==> src/rtl/uart_alu_interface.sv <==
// Frame sequencer between rx_uart/tx_uart and the combinational ALU.
// Collects operand A, operand B and opcode bytes, runs one ALU cycle,
// then issues a single transmit request carrying the latched result.
module uart_alu_interface #(
  parameter int unsigned NB_DATA        = 8,
  parameter int unsigned NB_OP          = 6,
  parameter int unsigned NB_STATE       = 3,
  parameter int unsigned NB_TIMEOUT     = 32,
  parameter int unsigned TIMEOUT_CYCLES = 50_000_000
) (
  input  logic               i_clock,
  input  logic               i_reset,
  input  logic               i_rx_done_tick,
  input  logic [NB_DATA-1:0] i_rx_data,
  input  logic [NB_DATA-1:0] i_alu_result,
  input  logic               i_tx_done_tick,
  output logic [NB_DATA-1:0] o_alu_a,
  output logic [NB_DATA-1:0] o_alu_b,
  output logic [NB_OP-1:0]   o_alu_op,
  output logic [NB_DATA-1:0] o_tx_data,
  output logic               o_tx_start,
  output logic               o_busy,
  output logic               o_error
);

  typedef enum logic [NB_STATE-1:0] {
    StIdle,
    StWaitB,
    StWaitOp,
    StExec,
    StSend,
    StWaitTx
  } state_e;

  localparam logic [NB_OP-1:0] OpAdd = NB_OP'(6'h20);
  localparam logic [NB_OP-1:0] OpSub = NB_OP'(6'h22);
  localparam logic [NB_OP-1:0] OpAnd = NB_OP'(6'h24);
  localparam logic [NB_OP-1:0] OpOr  = NB_OP'(6'h25);
  localparam logic [NB_OP-1:0] OpXor = NB_OP'(6'h26);
  localparam logic [NB_OP-1:0] OpNor = NB_OP'(6'h27);
  localparam logic [NB_OP-1:0] OpSra = NB_OP'(6'h03);
  localparam logic [NB_OP-1:0] OpSrl = NB_OP'(6'h02);

  localparam bit                    TimeoutEn   = (TIMEOUT_CYCLES != 0);
  // Counter value on the last waiting cycle before expiry.
  localparam logic [NB_TIMEOUT-1:0] TimeoutLast = NB_TIMEOUT'(TIMEOUT_CYCLES - 1);

  function automatic logic op_valid(input logic [NB_OP-1:0] op);
    case (op)
      OpAdd, OpSub, OpAnd, OpOr, OpXor, OpNor, OpSra, OpSrl: op_valid = 1'b1;
      default:                                               op_valid = 1'b0;
    endcase
  endfunction

  state_e                  state_q, state_d;
  logic [NB_DATA-1:0]      a_q, a_d, b_q, b_d, tx_q, tx_d;
  logic [NB_OP-1:0]        op_q, op_d;
  logic [NB_TIMEOUT-1:0]   cnt_q, cnt_d;
  logic                    err_q, err_d;
  logic                    timeout_hit;

  assign timeout_hit = TimeoutEn && (cnt_q == TimeoutLast);

  // Next-state, operand capture and inter-byte timeout.
  always_comb begin
    state_d = state_q;
    a_d     = a_q;
    b_d     = b_q;
    op_d    = op_q;
    tx_d    = tx_q;
    cnt_d   = cnt_q;
    err_d   = 1'b0;
    unique case (state_q)
      StIdle: begin
        cnt_d = '0;
        if (i_rx_done_tick) begin
          a_d     = i_rx_data;
          state_d = StWaitB;
        end
      end
      StWaitB, StWaitOp: begin
        // An arriving byte takes priority over a simultaneous expiry.
        if (i_rx_done_tick) begin
          cnt_d = '0;
          if (state_q == StWaitB) begin
            b_d     = i_rx_data;
            state_d = StWaitOp;
          end else if (op_valid(i_rx_data[NB_OP-1:0])) begin
            op_d    = i_rx_data[NB_OP-1:0];
            state_d = StExec;
          end else begin
            err_d   = 1'b1;
            state_d = StIdle;
          end
        end else if (timeout_hit) begin
          cnt_d   = '0;
          err_d   = 1'b1;
          state_d = StIdle;
        end else if (TimeoutEn) begin
          cnt_d = cnt_q + NB_TIMEOUT'(1);
        end
      end
      StExec: begin
        tx_d    = i_alu_result;
        state_d = StSend;
      end
      StSend: state_d = StWaitTx;
      StWaitTx: begin
        if (i_tx_done_tick) state_d = StIdle;
      end
      default: state_d = StIdle;
    endcase
  end

  // State and datapath registers with synchronous reset.
  always_ff @(posedge i_clock) begin
    if (i_reset) begin
      state_q <= StIdle;
      a_q     <= '0;
      b_q     <= '0;
      op_q    <= '0;
      tx_q    <= '0;
      cnt_q   <= '0;
      err_q   <= 1'b0;
    end else begin
      state_q <= state_d;
      a_q     <= a_d;
      b_q     <= b_d;
      op_q    <= op_d;
      tx_q    <= tx_d;
      cnt_q   <= cnt_d;
      err_q   <= err_d;
    end
  end

  // Reset masks the start request combinationally so a reset during SEND never leaks a pulse.
  always_comb begin
    o_tx_start = (state_q == StSend) && !i_reset;
    o_busy     = (state_q != StIdle);
  end

  assign o_alu_a   = a_q;
  assign o_alu_b   = b_q;
  assign o_alu_op  = op_q;
  assign o_tx_data = tx_q;
  assign o_error   = err_q;

endmodule
==> config.mk <==
export PLATFORM = sky130hd
export DESIGN_NAME = uart_alu_interface
export DESIGN_NICKNAME = d
export VERILOG_FILES = /design/src/rtl/uart_alu_interface.sv
export SDC_FILE = /design/constraint.sdc
export NUM_CORES = 1
export LEC_CHECK = 0
export ABC_AREA = 1
export CAP_MARGIN = 20
export CELL_PAD_IN_SITES_DETAIL_PLACEMENT = 1
export CELL_PAD_IN_SITES_GLOBAL_PLACEMENT = 1
export CORE_UTILIZATION = 30
export DETAILED_ROUTE_END_ITERATION = 8
export PLACE_DENSITY_LB_ADDON = 0.2
export RECOVER_POWER = 50
export SETUP_SLACK_MARGIN = 0.2
export SYNTH_ARGS = -nofsm -noshare
export SYNTH_HDL_FRONTEND = slang
export SYNTH_SLANG_ARGS = --single-unit
==> constraint.sdc <==
create_clock -name i_clock -period 4.2 [get_ports i_clock]
set_input_delay 0.63 -clock i_clock [delete_from_list [all_inputs] [get_ports i_clock]]
set_output_delay 0.63 -clock i_clock [all_outputs]
set_load 0.02 [all_outputs]
==> impl_results.md, run 1 <==
* Relative contribution of the clock network to total power at a little over a quarter
* Leakage power of the design at 1.61 nW
* Slew of the pin with the lowest slew margin at 908 ps
* Placeable core region at ~0.011 mm2
* Post-Synthesis Cell Area at 0.00336 mm2
* YS warnings at 0
* Via count of the first global-routing pass at ~3300
* Number of buffers added on ports at 52
* Number of slew-limit violations in the final report at 0
* Final ANT Viol Nets at 0
* Dpl cells at approximately 670
* Number of nets in the layout at ~560
* Net switching fraction of the power at 37.9%
* CTS root buf: sky130_fd_sc_hd__clkbuf_8
* Leading area contributor after synthesis: sky130_fd_sc_hd__dfxtp_1
* Final estimated routing congestion in global placement at just over 0.8
* Critical setup path kind: in2out
* Clk slew on worst S/H paths at 70 ps
* Post-synthesis mux area share at 0%
* Power per cell area at 428 mW/mm2
* Number of gates resized after CTS at 0
* Pin count of the biggest net entering global routing at 25
* CTS buffer count at 9
* Violation count after the first detailed-routing iteration at 108
* Total of max-cap violations at 0
* Die outline area at 0.0116 mm2
* Class of the tightest hold or removal check: reg2reg
* Routed via count at roughly 3200
* Remaining global-route overflow at 0
* HPWL after detailed placement at 7250 um
* Effective utilization at floorplan at between 30% and 40%
* Final critical delay including setup and external delays at 2820 ps
* Buffer levels on the longest clock path at 2
* TritonCTS clock tree: yes
* RSZ-0062 raised after global routing: false
* Type of destination of the critical path: output port
* Family with the most delay on the worst path: buffers and inverters
* Critical path data arrival time at 2190 ps
* Dominant combinational cell family by area after synthesis: simple AND/OR/NAND/NOR gates
* Total track usage at approximately 18%
* XOR/XNOR Fraction of Synth Area at under 10%
* Number of standard-cell rows in the floorplan at 38
* Final Non-Filler Cells at 683
* Hold Path Depth at 2
* CTS HTree Levels at 3
* Critical path, cell by cell: dlygate4sd3_1, nor2_1, clkdlybuf4s50_1
* Die Wd at 108 um
* Ratio of cells with drive above 1 in the final layout at between 10% and 20%
* Post-CTS setup buffer count at 0
* CTS hold repair buffers at 0
* Depth of the worst register-to-register path at 9
* Y dimension of the die at around 110 um
* Mapped Cells at 485
* Most area-consuming cells after synthesis: sky130_fd_sc_hd__dfxtp_1 (39%), sky130_fd_sc_hd__nand2_1 (12%), sky130_fd_sc_hd__nor2_1 (9.2%)
* WP buf/inv at 2
* Post-Syn Area per Cell at approximately 6.9 um2
* Drt wl/cell at 14.2 um
* Count of pins on the block boundary at 53
* Crit path launch type: primary input
* Post-synth top area share at 39.4%
* Final hold viol count at 0
* Simple-Gate Fraction of Synth Area at 36.7%
* Maximum fanout count along the critical path at 14
* Sequential element share of the synthesized area at 39.4%
* Sequential fraction of design power at 42.0%
* Critical Path RT at 3570 ps
* Worst ir drop on vdd at around 240 uV
* Antenna violations before repair at 0
* Synthesis-to-layout area growth at 23.3%
* Total negative slack for setup checks at 0 ps
* Wire length of the first global-routing pass at 16100 um
* Net Switching at a little under 700 uW
* Clock insertion delay at the later pin of the skew report at 360 ps
* Adder-cell area share of the yosys netlist at 0.373%
* Post-synthesis register bit count at 66
* Power share of the combinational group at 31.3%
* Number of cells on the critical path at 3
* Library cell contributing the largest single delay on the critical path: sky130_fd_sc_hd__dlygate4sd3_1
* Vias/cell at about 4.7
* Maximum cell stage delay along the critical path at 890 ps
* Fraction of the mapped netlist area in compound gates at between 10% and 20%
* Routed wire length at 9700 um
* Antenna cell count at 0
* Post-Layout Inst Area at 0.00414 mm2
* Final setup violation count at 0
* Worst Clk Skew at 17.5 ps
* Post-route DRC violation count at 0
* Max transition margin at 39.3%
* Share of the clock period used by the worst path at 67.0%
* 1st-pass router iterations at 4
* Achievable frequency at around 360 MHz
* Unique cell type count in the Yosys netlist at 30
* CTS sink cnt at 66
* Int Pwr at 1.10 mW
* Number of nets produced by synthesis at slightly above 500
* Status: finished clean
* Instance area at placement at 0.00399 mm2
[sequential cells by signal (all words and copies together) (netlist names)]
| signal | flops |
|---|---|
| cnt_q | 32 |
| o_alu_a | 8 |
| o_alu_b | 8 |
| o_tx_data | 8 |
| o_alu_op | 6 |
| state_q | 3 |
| o_error | 1 |
[cells in the mapped netlist]
library cell,number
sky130_fd_sc_hd__nand2_1,107
sky130_fd_sc_hd__nor2_1,82
sky130_fd_sc_hd__dfxtp_1,66
sky130_fd_sc_hd__inv_1,50
sky130_fd_sc_hd__o21ai_0,38
sky130_fd_sc_hd__a21oi_1,29
sky130_fd_sc_hd__nand3_1,22
sky130_fd_sc_hd__nor2_2,13
sky130_fd_sc_hd__nand4_1,10
sky130_fd_sc_hd__nor2_4,9
sky130_fd_sc_hd__xor2_1,9
sky130_fd_sc_hd__nand2_2,8
sky130_fd_sc_hd__nor3_1,6
sky130_fd_sc_hd__clkbuf_1,5
sky130_fd_sc_hd__inv_2,5
sky130_fd_sc_hd__buf_2,4
sky130_fd_sc_hd__nand2_4,3
sky130_fd_sc_hd__xnor2_1,3
sky130_fd_sc_hd__a211oi_1,2
sky130_fd_sc_hd__a21o_2,2
sky130_fd_sc_hd__a21oi_2,2
sky130_fd_sc_hd__nand3b_1,2
sky130_fd_sc_hd__a31oi_1,1
sky130_fd_sc_hd__buf_12,1
sky130_fd_sc_hd__buf_6,1
sky130_fd_sc_hd__ha_1,1
sky130_fd_sc_hd__nor2_8,1
sky130_fd_sc_hd__nor3_4,1
sky130_fd_sc_hd__o21bai_1,1
sky130_fd_sc_hd__o21bai_2,1
[per-stage QoR]
step                      util (%)  power [mW]  hold slack [ps]  setup WS, ps
after global routing          38.0        1.89              467          1290
final                         38.0        1.77              446          1380
after floorplan                  -        1.13              458          2450
after CTS                     38.1        1.84              454          1400
after global placement        36.6        1.35              431          1410
after detailed placement      36.6        1.36              440          1390
[final cells by class]
type | instances | area, um2
repair buffers | 53 | 528
inverters | 55 | 206
clock buffers | 11 | 131
clock inverters | 5 | 31.3
flip-flops and latches | 66 | 1320
multi-input cells | 353 | 1750
well taps | 140 | 175
fillers | 1397 | 6750
[final timing paths]
| path | slack, ps | endpoint | start |
|---|---|---|---|
| worst max register to register | 1610 | cnt_q[29]$_SDFFE_PP0P_ | state_q[1]$_SDFFE_PP0P_ |
| worst min register to register | 450 | o_alu_op[3]$_SDFFE_PP0P_ | o_alu_op[3]$_SDFFE_PP0P_ |
| worst max-delay path | 1380 | o_tx_start | i_reset |
| worst min-delay path | 450 | o_alu_op[3]$_SDFFE_PP0P_ | o_alu_op[3]$_SDFFE_PP0P_ |
[tightest hold or removal path, delay by kind of cell (launching register included)]
kind	cells	cell delay, ps
flops	1	310
simple gates	2	100
[power groups by stage]
stage               clock network (mW)  registers (mW)  logic, mW
floorplan                            0           0.829      0.306
global placement                     0           0.759      0.588
detailed placement                   0           0.760      0.599
CTS                              0.493           0.748      0.602
global route                     0.523           0.755      0.612
finish                           0.473           0.744      0.554
[cell families after synthesis]
| family | Yosys count |
|---|---|
| simple gates | 264 |
| compound gates | 76 |
| buf+inv | 66 |
| flops | 66 |
| xor+xnor | 12 |
| fa+ha+maj | 1 |
[metal layers]
metal	up-vias	global-route usage, %	routed length (um)
li1	1640	-	-
met1	1521	21.2	4420
met2	56	30.4	4620
met3	5	7.02	579
met4	0	3.82	77
met5	-	0	0
[cells in the final DEF (no fill, tap or decap), types with 3 or more instances in the layout]
cell type | netlist | layout
sky130_fd_sc_hd__a21oi_1 | 29 | 29
sky130_fd_sc_hd__clkbuf_8 | 0 | 9
sky130_fd_sc_hd__clkdlybuf4s50_1 | 0 | 20
sky130_fd_sc_hd__clkinv_2 | 0 | 3
sky130_fd_sc_hd__dfxtp_1 | 66 | 66
sky130_fd_sc_hd__dlygate4sd3_1 | 0 | 32
sky130_fd_sc_hd__inv_1 | 50 | 52
sky130_fd_sc_hd__inv_2 | 5 | 3
sky130_fd_sc_hd__nand2_1 | 107 | 109
sky130_fd_sc_hd__nand2_2 | 8 | 6
sky130_fd_sc_hd__nand2_4 | 3 | 3
sky130_fd_sc_hd__nand3_1 | 22 | 22
sky130_fd_sc_hd__nand4_1 | 10 | 10
sky130_fd_sc_hd__nor2_1 | 82 | 83
sky130_fd_sc_hd__nor2_2 | 13 | 13
sky130_fd_sc_hd__nor2_4 | 9 | 8
sky130_fd_sc_hd__nor3_1 | 6 | 6
sky130_fd_sc_hd__o21ai_0 | 38 | 38
sky130_fd_sc_hd__xnor2_1 | 3 | 3
sky130_fd_sc_hd__xor2_1 | 9 | 9
No activity file was read; power rests on OpenSTA's default activity.
==> inputs of run 2 (changes only) <==
Clock period 4.2 ns to 2.8 ns, I/O delays scaled along.
==> run 2 against run 1 <==
Clock skew fell by 7.2 ps; via count rose by 1.2%; total power increased by 58%; largest cell class unchanged.
==> impl_results.md, run 2 (same netlist as run 1, synthesis figures left out) <==
* Depth of the worst register-to-register path at 9 (unchanged)
* Relative contribution of the clock network to total power at 29.0% (+2.3 points)
* Sequential fraction of design power at 40.1% (-1.9 points)
* Synthesis-to-layout area growth at 24.9%
* Power share of the combinational group at 30.9% (-0.4 points)
* Drt wl/cell at 14.4 um (+1.2%)
* Number of buffers added on ports at 52 (unchanged)
* Net switching fraction of the power at 37.0% (-0.90 points)
* Final critical delay including setup and external delays at 2370 ps
* Worst Clk Skew at 10.4 ps (-7.16 ps)
* Final Power at 2.79 mW (+58%)
* Type of destination of the critical path: register
* Achievable frequency at 421 MHz
* Power per cell area at 666 mW/mm2 (+56%)
* Worst ir drop on vdd at 388 uV (+65%)
* Number of standard-cell rows in the floorplan at 38 (unchanged)
* Final hold viol count at 0 (unchanged)
* HPWL after detailed placement at 7220 um (-0.34%)
* Final setup violation count at 0 (unchanged)
* Critical path data arrival time at 2650 ps (+460 ps)
* Wire length of the first global-routing pass at 16300 um (+1.4%)
* Count of fill cells added during filler insertion at 1371 (-1.9%)
* Die Wd at 108 um (unchanged)
* RSZ-0062 raised after global routing: false
* Beginning of the worst register-to-register path: state_q[2]$_SDFFE_PP0P_
* Pin count of the biggest net entering global routing at 41 (+64%)
* Max transition margin at 36.5% (-2.8 points)
* Placeable core region at 0.0109 mm2 (unchanged)
* Maximum cell stage delay along the critical path at 600 ps (-290 ps)
* End of the critical path: cnt_q[4]$_SDFFE_PP0P_
* Via count of the first global-routing pass at 3362 (+3.1%)
* Post-route DRC violation count at 0 (unchanged)
* Number of nets in the layout at 560 (+0.18%)
* Routed via count at 3260 (+1.2%)
* Critical path, cell by cell: inv_1, nand2_1, nor2_4, inv_2, nor2_4, nand2_2, inv_2, nand2_1, a21oi_1
* Class of the tightest hold or removal check: reg2reg
* Slew of the pin with the lowest slew margin at 950 ps (+42.2 ps)
* Total of max-cap violations at 0 (unchanged)
* Total track usage at 18.3% (+0.36 points)
* CTS sink cnt at 66 (unchanged)
* Most used cells in the layout excluding fill and tap cells: sky130_fd_sc_hd__nand2_1 (108), sky130_fd_sc_hd__nor2_1 (82), sky130_fd_sc_hd__dfxtp_1 (66), sky130_fd_sc_hd__inv_1 (52), sky130_fd_sc_hd__o21ai_0 (38)
* 1st-pass router iterations at 4 (unchanged)
* Critical setup path kind: reg2reg
* Worst hold margin at 445 ps (-0.730 ps)
* CTS hold repair buffers at 0 (unchanged)
* Placement-stage worst setup slack at 637 ps (-754 ps)
* Y dimension of the die at 108 um (unchanged)
* Antenna cell count at 0 (unchanged)
* Number of slew-limit violations in the final report at 0 (unchanged)
* Number of cells on the critical path at 9 (+6)
* Share of the clock period used by the worst path at 84.8%
* Status: finished clean
* Family with the most delay on the worst path: simple AND/OR/NAND/NOR gates
* Critical Path RT at 3080 ps (-490 ps)
* TritonCTS clock tree: yes
* CTS buffer count at 9 (unchanged)
* Number of gates resized after CTS at 0 (unchanged)
* Die outline area at 0.0116 mm2 (unchanged)
* Clock insertion delay at the later pin of the skew report at 350 ps (about the same)
* Ratio of cells with drive above 1 in the final layout at 10.7% (+0.53 points)
* Antenna violations before repair at 0 (unchanged)
* Final standard cell utilization of the core at 38.5% (+0.49 points)
* Leakage power of the design at 1.61 nW (about the same)
* Crit path from: state_q[2]$_SDFFE_PP0P_
* Vias/cell at 4.77 (+1.0%)
* Total negative slack for setup checks at 0 ps (unchanged)
* Violation count after the first detailed-routing iteration at 105 (-2.8%)
* CTS HTree Levels at 3 (unchanged)
* Remaining global-route overflow at 0 (unchanged)
* Final setup margin at 426 ps (-958 ps)
* Maximum fanout count along the critical path at 22 (+8)
* Most flop-heavy register: cnt_q
* Effective utilization at floorplan at 30.8% (unchanged)
* Net Switching at 1.03 mW (+54%)
* Max FFs per register at 32 (unchanged)
* Int Pwr at 1.76 mW (+60%)
* Reg-to-Reg End: cnt_q[4]$_SDFFE_PP0P_
* Final estimated routing congestion in global placement at 0.766 (-6.3%)
* Count of pins on the block boundary at 53 (unchanged)
* Final ANT Viol Nets at 0 (unchanged)
* Library cell contributing the largest single delay on the critical path: sky130_fd_sc_hd__nand2_1
* Worst reg2reg setup slack at 430 ps (-1180 ps)
* Clk slew on worst S/H paths at 80 ps (about the same)
* CTS root buf: sky130_fd_sc_hd__clkbuf_8
* Crit path launch type: register
* Post-CTS setup buffer count at 0 (unchanged)
* Routed wire length at 9830 um (+1.4%)
* Commonest non-fill, non-tap cell in the layout: sky130_fd_sc_hd__nand2_1
* WP buf/inv at 3 (+1)
* Buffer levels on the longest clock path at 2 (unchanged)
## run 2: cell types whose count changed in the layout (fill, tap and decap cells not counted), sizes merged
| cell | change |
|---|---|
| dlygate4sd3 | -6 |
| clkdlybuf4s50 | +6 |
| clkinv | -2 |
| buf | +1 |
| clkinvlp | +1 |
| bufinv | +1 |
## run 2: worst min path at each step
stage | from | to | depth (start not counted)
3_5_place_dp | o_alu_op[4]$_SDFFE_PP0P_ | o_alu_op[4]$_SDFFE_PP0P_ | 2
6_report | o_alu_op[4]$_SDFFE_PP0P_ | o_alu_op[4]$_SDFFE_PP0P_ | 2
2_1_floorplan | cnt_q[31]$_SDFFE_PP0P_ | cnt_q[31]$_SDFFE_PP0P_ | 2
5_1_grt | o_alu_op[4]$_SDFFE_PP0P_ | o_alu_op[4]$_SDFFE_PP0P_ | 2
4_1_cts | o_alu_a[7]$_SDFFE_PP0P_ | o_alu_a[7]$_SDFFE_PP0P_ | 2
3_3_place_gp | o_alu_a[5]$_SDFFE_PP0P_ | o_alu_a[5]$_SDFFE_PP0P_ | 2
## run 2: area by class of cell
cell class / instances / area (um2) / share of cell area (%)
well taps: 140 / 175 / 4.18
repair buffers: 54 / 548 / 13.1
clock buffers: 11 / 131 / 3.13
clock inverters: 5 / 55.1 / 1.31
inverters: 55 / 206 / 4.92
flip-flops and latches: 66 / 1320 / 31.5
multi-input cells: 353 / 1760 / 41.9
## run 2: metal layers
| metal | wire (um) | share of wire, % | vias up | track usage [%] |
|---|---|---|---|---|
| li1 | - | - | 1648 | - |
| met1 | 4440 | 45 | 1540 | 21.7 |
| met2 | 4750 | 48 | 57 | 31.1 |
| met3 | 455 | 4.6 | 15 | 5.21 |
| met4 | 182 | 1.9 | 0 | 6.56 |
| met5 | 0 | 0 | - | 0 |
## run 2: power groups by stage
stage | clock (mW) | sequential, mW | combinational (mW)
6_report | 0.810 | 1.12 | 0.862
2_1_floorplan | 0 | 1.24 | 0.459
3_5_place_dp | 0 | 1.14 | 0.905
4_1_cts | 0.831 | 1.13 | 0.909
3_3_place_gp | 0 | 1.15 | 0.888
5_1_grt | 0.872 | 1.14 | 0.957
## run 2: per-stage QoR
| stage | cells | cell area, um2 |
|---|---|---|
| finish | 684 | 4190 |
| global placement | 668 | 4010 |
| detailed placement | 668 | 4010 |
| CTS | 684 | 4200 |
| floorplan | 485 | 3360 |
| global route | 684 | 4190 |
## run 2: tightest hold or removal path: stages (launching register included)
cell and delay [ps]:
sky130_fd_sc_hd__dfxtp_1 310, sky130_fd_sc_hd__nand2_1 60, sky130_fd_sc_hd__nor2_1 40
